==> src/rtl/sprite_table.sv <==
`default_nettype none
// ============================================================================
// Module      : sprite_table
// Description : Double-buffered sprite attribute table. Game logic edits a
//               shadow bank of {en, X[9:0], Y[8:0]} entries and commits the
//               frame. On the next vertical-sync falling edge the shadow bank
//               is copied into the active bank, which drives every sprite
//               mapper, so on-screen sprites never tear mid-frame.
// Ports       : Clk          - system clock
//               Reset        - synchronous, active-high reset
//               vs           - VGA vertical sync (active-low); frame boundary
//                              is its falling edge
//               wr_valid     - write request
//               wr_ready     - table accepts a write this cycle
//               wr_idx       - entry to write (out-of-range writes dropped)
//               wr_data      - [19]=en, [18:9]=X, [8:0]=Y
//               clr_all      - clear en bit of every shadow entry
//               commit       - shadow frame complete, swap at next boundary
//               committed    - high from accepted commit until swap completes
//               swap_done    - 1-cycle pulse after the active bank updates
//               sprite_bus   - active bank, entry i at [20*i+19 : 20*i]
//               active_count - number of active entries with en=1
// Revision    : 1.0 - initial release
// ============================================================================
module sprite_table #(
    parameter int NUM_SPRITES = 16,
    parameter int IDX_W       = $clog2(NUM_SPRITES),
    parameter int CNT_W       = $clog2(NUM_SPRITES + 1)
) (
    input  logic                      Clk,
    input  logic                      Reset,
    input  logic                      vs,
    input  logic                      wr_valid,
    output logic                      wr_ready,
    input  logic [IDX_W-1:0]          wr_idx,
    input  logic [19:0]               wr_data,
    input  logic                      clr_all,
    input  logic                      commit,
    output logic                      committed,
    output logic                      swap_done,
    output logic [NUM_SPRITES*20-1:0] sprite_bus,
    output logic [CNT_W-1:0]          active_count
);

    localparam logic [1:0] c_ST_OPEN      = 2'd0;
    localparam logic [1:0] c_ST_COMMITTED = 2'd1;
    localparam logic [1:0] c_ST_SWAP      = 2'd2;

    logic [1:0]       r_state;
    logic [1:0]       w_state_next;
    logic             r_vs_q;
    logic             w_fall;
    logic             w_open;
    logic             r_committed;
    logic             r_swap_done;
    logic [19:0]      r_shadow [NUM_SPRITES];
    logic [19:0]      r_active [NUM_SPRITES];
    logic [CNT_W-1:0] r_count;
    logic [CNT_W-1:0] w_shadow_count;

    // vs is registered once; the boundary is the cycle where the previous
    // sample was high and the current one is low.
    assign w_fall   = r_vs_q & ~vs;
    assign w_open   = (r_state == c_ST_OPEN);
    assign wr_ready = w_open;

    // ------------------------------------------------------------------
    // Frame-swap state machine
    // ------------------------------------------------------------------
    always_ff @(posedge Clk) begin
        if (Reset) begin
            r_state <= c_ST_OPEN;
        end else begin
            r_state <= w_state_next;
        end
    end

    always_comb begin
        w_state_next = r_state;
        case (r_state)
            c_ST_OPEN:      if (commit) w_state_next = c_ST_COMMITTED;
            c_ST_COMMITTED: if (w_fall) w_state_next = c_ST_SWAP;
            c_ST_SWAP:      w_state_next = c_ST_OPEN;
            default:        w_state_next = c_ST_OPEN;
        endcase
    end

    // ------------------------------------------------------------------
    // Edge register and registered status outputs
    // ------------------------------------------------------------------
    always_ff @(posedge Clk) begin
        if (Reset) begin
            r_vs_q      <= 1'b1;
            r_committed <= 1'b0;
            r_swap_done <= 1'b0;
        end else begin
            r_vs_q      <= vs;
            r_swap_done <= (r_state == c_ST_SWAP);
            if (w_open && commit) begin
                r_committed <= 1'b1;
            end else if (r_state == c_ST_SWAP) begin
                r_committed <= 1'b0;
            end
        end
    end

    // ------------------------------------------------------------------
    // Shadow bank. The clear is written first and the indexed write second,
    // so when both happen in the same cycle the later non-blocking
    // assignment wins and the written entry keeps its own en bit. Indices
    // at or beyond NUM_SPRITES match no entry and are silently dropped.
    // ------------------------------------------------------------------
    always_ff @(posedge Clk) begin
        if (Reset) begin
            for (int i = 0; i < NUM_SPRITES; i++) begin
                r_shadow[i] <= '0;
            end
        end else if (w_open) begin
            for (int i = 0; i < NUM_SPRITES; i++) begin
                if (clr_all) begin
                    r_shadow[i][19] <= 1'b0;
                end
                if (wr_valid && (wr_idx == IDX_W'(i))) begin
                    r_shadow[i] <= wr_data;
                end
            end
        end
    end

    // Population count of shadow en bits, captured alongside the bank copy
    // so sprite_bus and active_count always describe the same frame.
    always_comb begin
        w_shadow_count = '0;
        for (int i = 0; i < NUM_SPRITES; i++) begin
            w_shadow_count = w_shadow_count + CNT_W'(r_shadow[i][19]);
        end
    end

    // ------------------------------------------------------------------
    // Active bank: only updated during the single SWAP cycle
    // ------------------------------------------------------------------
    always_ff @(posedge Clk) begin
        if (Reset) begin
            for (int i = 0; i < NUM_SPRITES; i++) begin
                r_active[i] <= '0;
            end
            r_count <= '0;
        end else if (r_state == c_ST_SWAP) begin
            for (int i = 0; i < NUM_SPRITES; i++) begin
                r_active[i] <= r_shadow[i];
            end
            r_count <= w_shadow_count;
        end
    end

    generate
        for (genvar g = 0; g < NUM_SPRITES; g++) begin : g_bus
            assign sprite_bus[20*g +: 20] = r_active[g];
        end
    endgenerate

    assign committed    = r_committed;
    assign swap_done    = r_swap_done;
    assign active_count = r_count;

endmodule
`default_nettype wire

==> config.mk <==
export PLATFORM = sky130hd
export DESIGN_NAME = sprite_table
export DESIGN_NICKNAME = d
export VERILOG_FILES = /design/src/rtl/sprite_table.sv
export SDC_FILE = /design/constraint.sdc
export NUM_CORES = 1
export LEC_CHECK = 0
export CAP_MARGIN = 20
export CORE_MARGIN = 3
export CORE_UTILIZATION = 45
export CTS_CLUSTER_DIAMETER = 100
export CTS_CLUSTER_SIZE = 30
export DETAILED_ROUTE_END_ITERATION = 7
export PLACE_DENSITY = 0.82
export SLEW_MARGIN = 10
export SYNTH_ARGS = -nofsm -noshare
export SYNTH_HDL_FRONTEND = slang
export SYNTH_SLANG_ARGS = --single-unit
==> constraint.sdc <==
create_clock -name Clk -period 11.05 [get_ports Clk]
set_clock_uncertainty 0.2 [all_clocks]
set_input_delay 3.315 -clock Clk [delete_from_list [all_inputs] [get_ports Clk]]
set_output_delay 3.315 -clock Clk [all_outputs]
set_load 0.05 [all_outputs]
==> flow_results.org <==
** Layout
- Counting the fill cells in the layout gives just under 4000.
- Area Overhead vs Synth :: 21.9%
- Combined flip-flop and latch cell area :: slightly below 20000 sq um
- The net count of the finished layout is 1824.
- In the final layout, the share of cells above drive strength 1 is between 4 and 5%.
- Area used by multi-input combinational logic :: 3790 sq um
- Cells fill 55.8% of the core in the end.

** Logic synthesis
- The most common cell in the synthesized netlist is sky130_fd_sc_hd__edfxtp_1.
- Compound-gate portion of the synthesized area :: 1.09%
- Of all flip-flops after synthesis, the portion carrying an async set or reset was 0%.
- Of the total synthesized cell area, the portion taken by XOR and XNOR cells is less than 1%.
- The synthesized netlist contains 34 unique library cells.
- By area the synthesized netlist is led by sky130_fd_sc_hd__edfxtp_1 81%, sky130_fd_sc_hd__and2_1 5.0%, sky130_fd_sc_hd__nor2_1 3.6%.
- Count of flip-flops with a built-in enable after synthesis :: 640
- Summing the areas of all fa, ha and maj instances in the mapped netlist gives about 1.1% of the synthesized area.
- Yosys top cell area share :: around four fifths
- For this run, the number of Yosys warnings is 0.
- After synthesis, flip-flops and latches occupy between 80% and 90% of the total area.
- Each instance of the synthesized netlist takes up on average between 15 and 20 sq um.
- After synthesis, the largest family of logic cells by area is simple AND/OR/NAND/NOR gates.
- Counting every net in the synthesized netlist gives ~1500.
- In this run, synthesis produced a sequential element count of 650.
- Synth cell count leaders :: 640 x sky130_fd_sc_hd__edfxtp_1, 224 x sky130_fd_sc_hd__nor2_1, 191 x sky130_fd_sc_hd__and2_1
- Cell count after synthesis :: ~1400
- Simple-gate area share of the yosys netlist :: 13.5%
- Largest area contributor in the netlist :: sky130_fd_sc_hd__edfxtp_1
- Of the post-synthesis cell area, the part taken by muxes is 0%.
- Most used DFF post-synth :: sky130_fd_sc_hd__edfxtp_1
- Post-Synthesis Cell Area :: roughly 24000 sq um

** Setup path
- The cell family contributing the most delay on the critical path is simple AND/OR/NAND/NOR gates.
- Buffers & Inverters on Critical Path :: 1
- Reg-to-reg startpoint :: r_shadow[0][199]
- Critical Path AT :: between 6 and 7 ns
- The largest single stage delay on the critical path is approximately 1.0 ns.
- Critical Path RT :: 11.05 ns
- Critical-path cell with the highest stage delay :: sky130_fd_sc_hd__nand2b_1
- Setup slack of the most critical reg-to-reg path :: between 7 and 8 ns
- Endpoint of the worst register-to-register path :: active_count[2]
- Highest net fanout along the worst path :: 21
- The worst setup path is captured at a flop.
- Kind of launch point of the worst setup path :: primary input
- Depth of the most critical reg-to-reg path :: 11
- Series of cell instances along the critical path :: clkdlybuf4s50_1 -> nor4b_2 -> nand3_1 -> nand2b_1
- In this run the number of cells on the critical path is 4.
- Type of the setup path with the least slack :: primary input to flop

** GRT
- In the global route stage, overall resource usage came out at between 10% and 20%.
- Entering global routing, the biggest net connects between 150 and 200 pins.
- After global routing the overflow that remains totals 0.
- The first global-routing pass estimated 80800 microns of wire.
- The number of global-route vias before repair is about 12000.
- Initial antenna violation count :: 3

** Power and ir drop
- Proportion of power drawn by flip-flops and latches :: between 60 and 70%
- For this design the ratio of total power to cell area is around 160 nW/um^2.
- Clock group share of total power :: approximately a quarter
- Net switching component of the power :: roughly 1.2 mW
- IR analysis of the VDD net gives a maximum drop of roughly 0.1 mV.
- Power comes to 4.63 mW.
- Internal power consumption :: roughly 3.5 mW
- In this run the static leakage power is around 10 nW.
- Proportion of power drawn by combinational gates :: around an eighth
- Net switching is about 25% of the power.

** Clock tree
- Number of H-tree levels :: 1
- TritonCTS Buffers :: 25
- CTS Sinks :: between 600 and 700
- CTS max path bufs :: 3
- Clock Root Buffer :: sky130_fd_sc_hd__clkbuf_16
- TritonCTS built the clock tree.
- Setup bufs post-CTS :: 0
- Hold buffers post-CTS :: 0
- Cts repair resizes :: 0
- Clock-pin slew was measured on the worst setup and hold paths at roughly 0.11 ns.
- The later pin in the worst-skew pair is clocked with a latency of about 0.58 ns.

** STA
- After layout, the worst path uses a little under three fifths of the clock period.
- Pin slew with the least headroom to its limit :: around 1.3 ns
- Final-layout setup total negative slack :: 0 ns
- Maximum frequency from static timing analysis :: roughly 160 MHz
- In this run the tightest slew margin relative to its limit is ~17%.
- Setup violations remaining at the end of the flow were counted as 0.
- Final period demand of the worst path :: 6.09 ns
- Final Hold Violating Endpoints :: 0
- Final-report max-slew violation count :: 0
- Unrepaired setup endpoints after global routing :: false

** Route
- Final ANT Viol Nets :: 0
- Across all layers, the routed design uses roughly 13000 vias.
- First drt pass iteration count :: 5
- Using the TritonRoute via totals, the vias-per-cell ratio works out to 5.06.
- After detailed routing, the number of remaining DRC violations is 0.
- Total wire length after detailed routing :: approximately 56000 microns
- Starting DRT DRC Count :: 1308
- In the final routed layout, each cell accounts on average for roughly 23 microns.

** Place
- After legalization and detailed placement, the total HPWL measured 37300 microns.
- Buffers placed on the I/O ports in this run total roughly 360.
- The congestion estimate from routability-driven global placement came to approximately 0.84.

** Min path
- Along the worst hold path, the cell count comes to 2.
- The path with the worst hold slack has its endpoint at r_state[1].
- The tightest min-delay check is of the flop to flop type.
- Hold path startpoint :: r_vs_q

** Floorplan
- Floorplan Core Area :: between 50000 and 60000 sq um
- Die height :: approximately 240 microns
- The die covers around 55000 sq um.
- For this configuration, the core starts out at a cell density of roughly 46%.
- The floorplan step set the die width to around 240 microns.
- Number of rows created at floorplan :: slightly above 80
- Number of I/O pins :: between 300 and 400

** Status
- Result of the run :: completed

** Run
- Max Cap Violations :: 0
area by class of cell:
cell class | count | share of cell area [%]
Antenna cell | 2 | 0.0173
Clock buffer | 44 | 2.45
Clock inverter | 1 | 0.0304
Inverter | 47 | 0.646
Multi-Input combinational cell | 673 | 13.1
Sequential cell | 650 | 67.3
Tap cell | 680 | 2.95
Timing Repair Buffer | 382 | 13.5
registers in the layout, summed over array words and instances (netlist names):
register	cells
r_vs_q	1
r_active	320
active_count	5
swap_done	1
committed	1
r_shadow	320
r_state	2
power groups by stage:
stage / combinational, mW / clock (mW) / sequential, mW
after floorplan: 0.148 / 0 / 3.17
after global placement: 0.594 / 0 / 2.94
after detailed placement: 0.610 / 0 / 2.94
after CTS: 0.613 / 1.15 / 2.89
after global routing: 0.642 / 1.23 / 2.90
final: 0.614 / 1.13 / 2.88
metrics by stage:
| stage | setup slack (ns) | hold slack [ns] | area [sq um] | instances |
|---|---|---|---|---|
| 2_1_floorplan | 0.199 | 0.232 | 23700 | 1441 |
| 3_3_place_gp | 4.59 | 0.238 | 27900 | 2417 |
| 3_5_place_dp | 4.39 | 0.255 | 28000 | 2421 |
| 4_1_cts | 4.95 | 0.278 | 28700 | 2466 |
| 5_1_grt | 4.80 | 0.294 | 28900 | 2478 |
| 6_report | 4.96 | 0.288 | 28900 | 2479 |
per-layer routing:
metal  GRT usage [%]  vias up  share of wire [%]  wire, microns
met4            6.29        0                3.5           1970
met1            26.9     6279                 40          22800
li1                -     5635                  -              -
met3            3.02       76                7.6           4280
met2            32.7      559                 49          27400
met5               0        -                  0              0
how the worst max path moves through the flow:
stage / start / endpoint / slack (ns)
floorplan: Reset / r_active[0][0] / 0.20
global placement: wr_valid / r_shadow[0][188] / 4.59
detailed placement: wr_valid / r_shadow[0][196] / 4.39
CTS: wr_valid / r_shadow[0][180] / 4.95
global route: wr_valid / r_shadow[0][189] / 4.80
finish: wr_valid / r_shadow[0][180] / 4.96
cell families after synthesis:
kind of cell               after synthesis
DFF                                    650
buffers and inverters                  118
AOI/OAI and AO/OA                       40
adders and majority gates               15
and+or+nand+nor                        617
xor gates and xnor gates                 1
cell usage in the layout, fill, tap and decap left out, types with 2 or more instances in the layout:
master,synthesis,final
sky130_fd_sc_hd__edfxtp_1,640,640
sky130_fd_sc_hd__clkdlybuf4s50_1,0,356
sky130_fd_sc_hd__nor2_1,224,224
sky130_fd_sc_hd__and2_1,191,191
sky130_fd_sc_hd__nor2b_1,118,118
sky130_fd_sc_hd__inv_1,46,45
sky130_fd_sc_hd__nand2_1,43,42
sky130_fd_sc_hd__clkbuf_16,0,25
sky130_fd_sc_hd__nand2b_1,24,23
sky130_fd_sc_hd__clkbuf_1,43,18
sky130_fd_sc_hd__o21ai_0,15,15
sky130_fd_sc_hd__o21bai_2,0,14
sky130_fd_sc_hd__buf_8,0,12
sky130_fd_sc_hd__buf_4,2,11
sky130_fd_sc_hd__fa_1,10,10
sky130_fd_sc_hd__dfxtp_1,10,10
sky130_fd_sc_hd__ha_1,5,5
sky130_fd_sc_hd__nand3_1,4,4
sky130_fd_sc_hd__a21oi_1,4,4
sky130_fd_sc_hd__diode_2,0,2
sky130_fd_sc_hd__nand4b_1,2,2
sky130_fd_sc_hd__nor3_1,2,2
sky130_fd_sc_hd__a22o_1,2,2
sky130_fd_sc_hd__o2bb2ai_1,2,2
sky130_fd_sc_hd__or2_2,2,2
sky130_fd_sc_hd__nand3b_1,2,2
tightest hold or removal path, delay by kind of cell (launching register included):
kind             cells  cell delay [ns]
flip-flops           1             0.31
AND/OR/NAND/NOR      2             0.14
(Power assumes the default switching activity.)
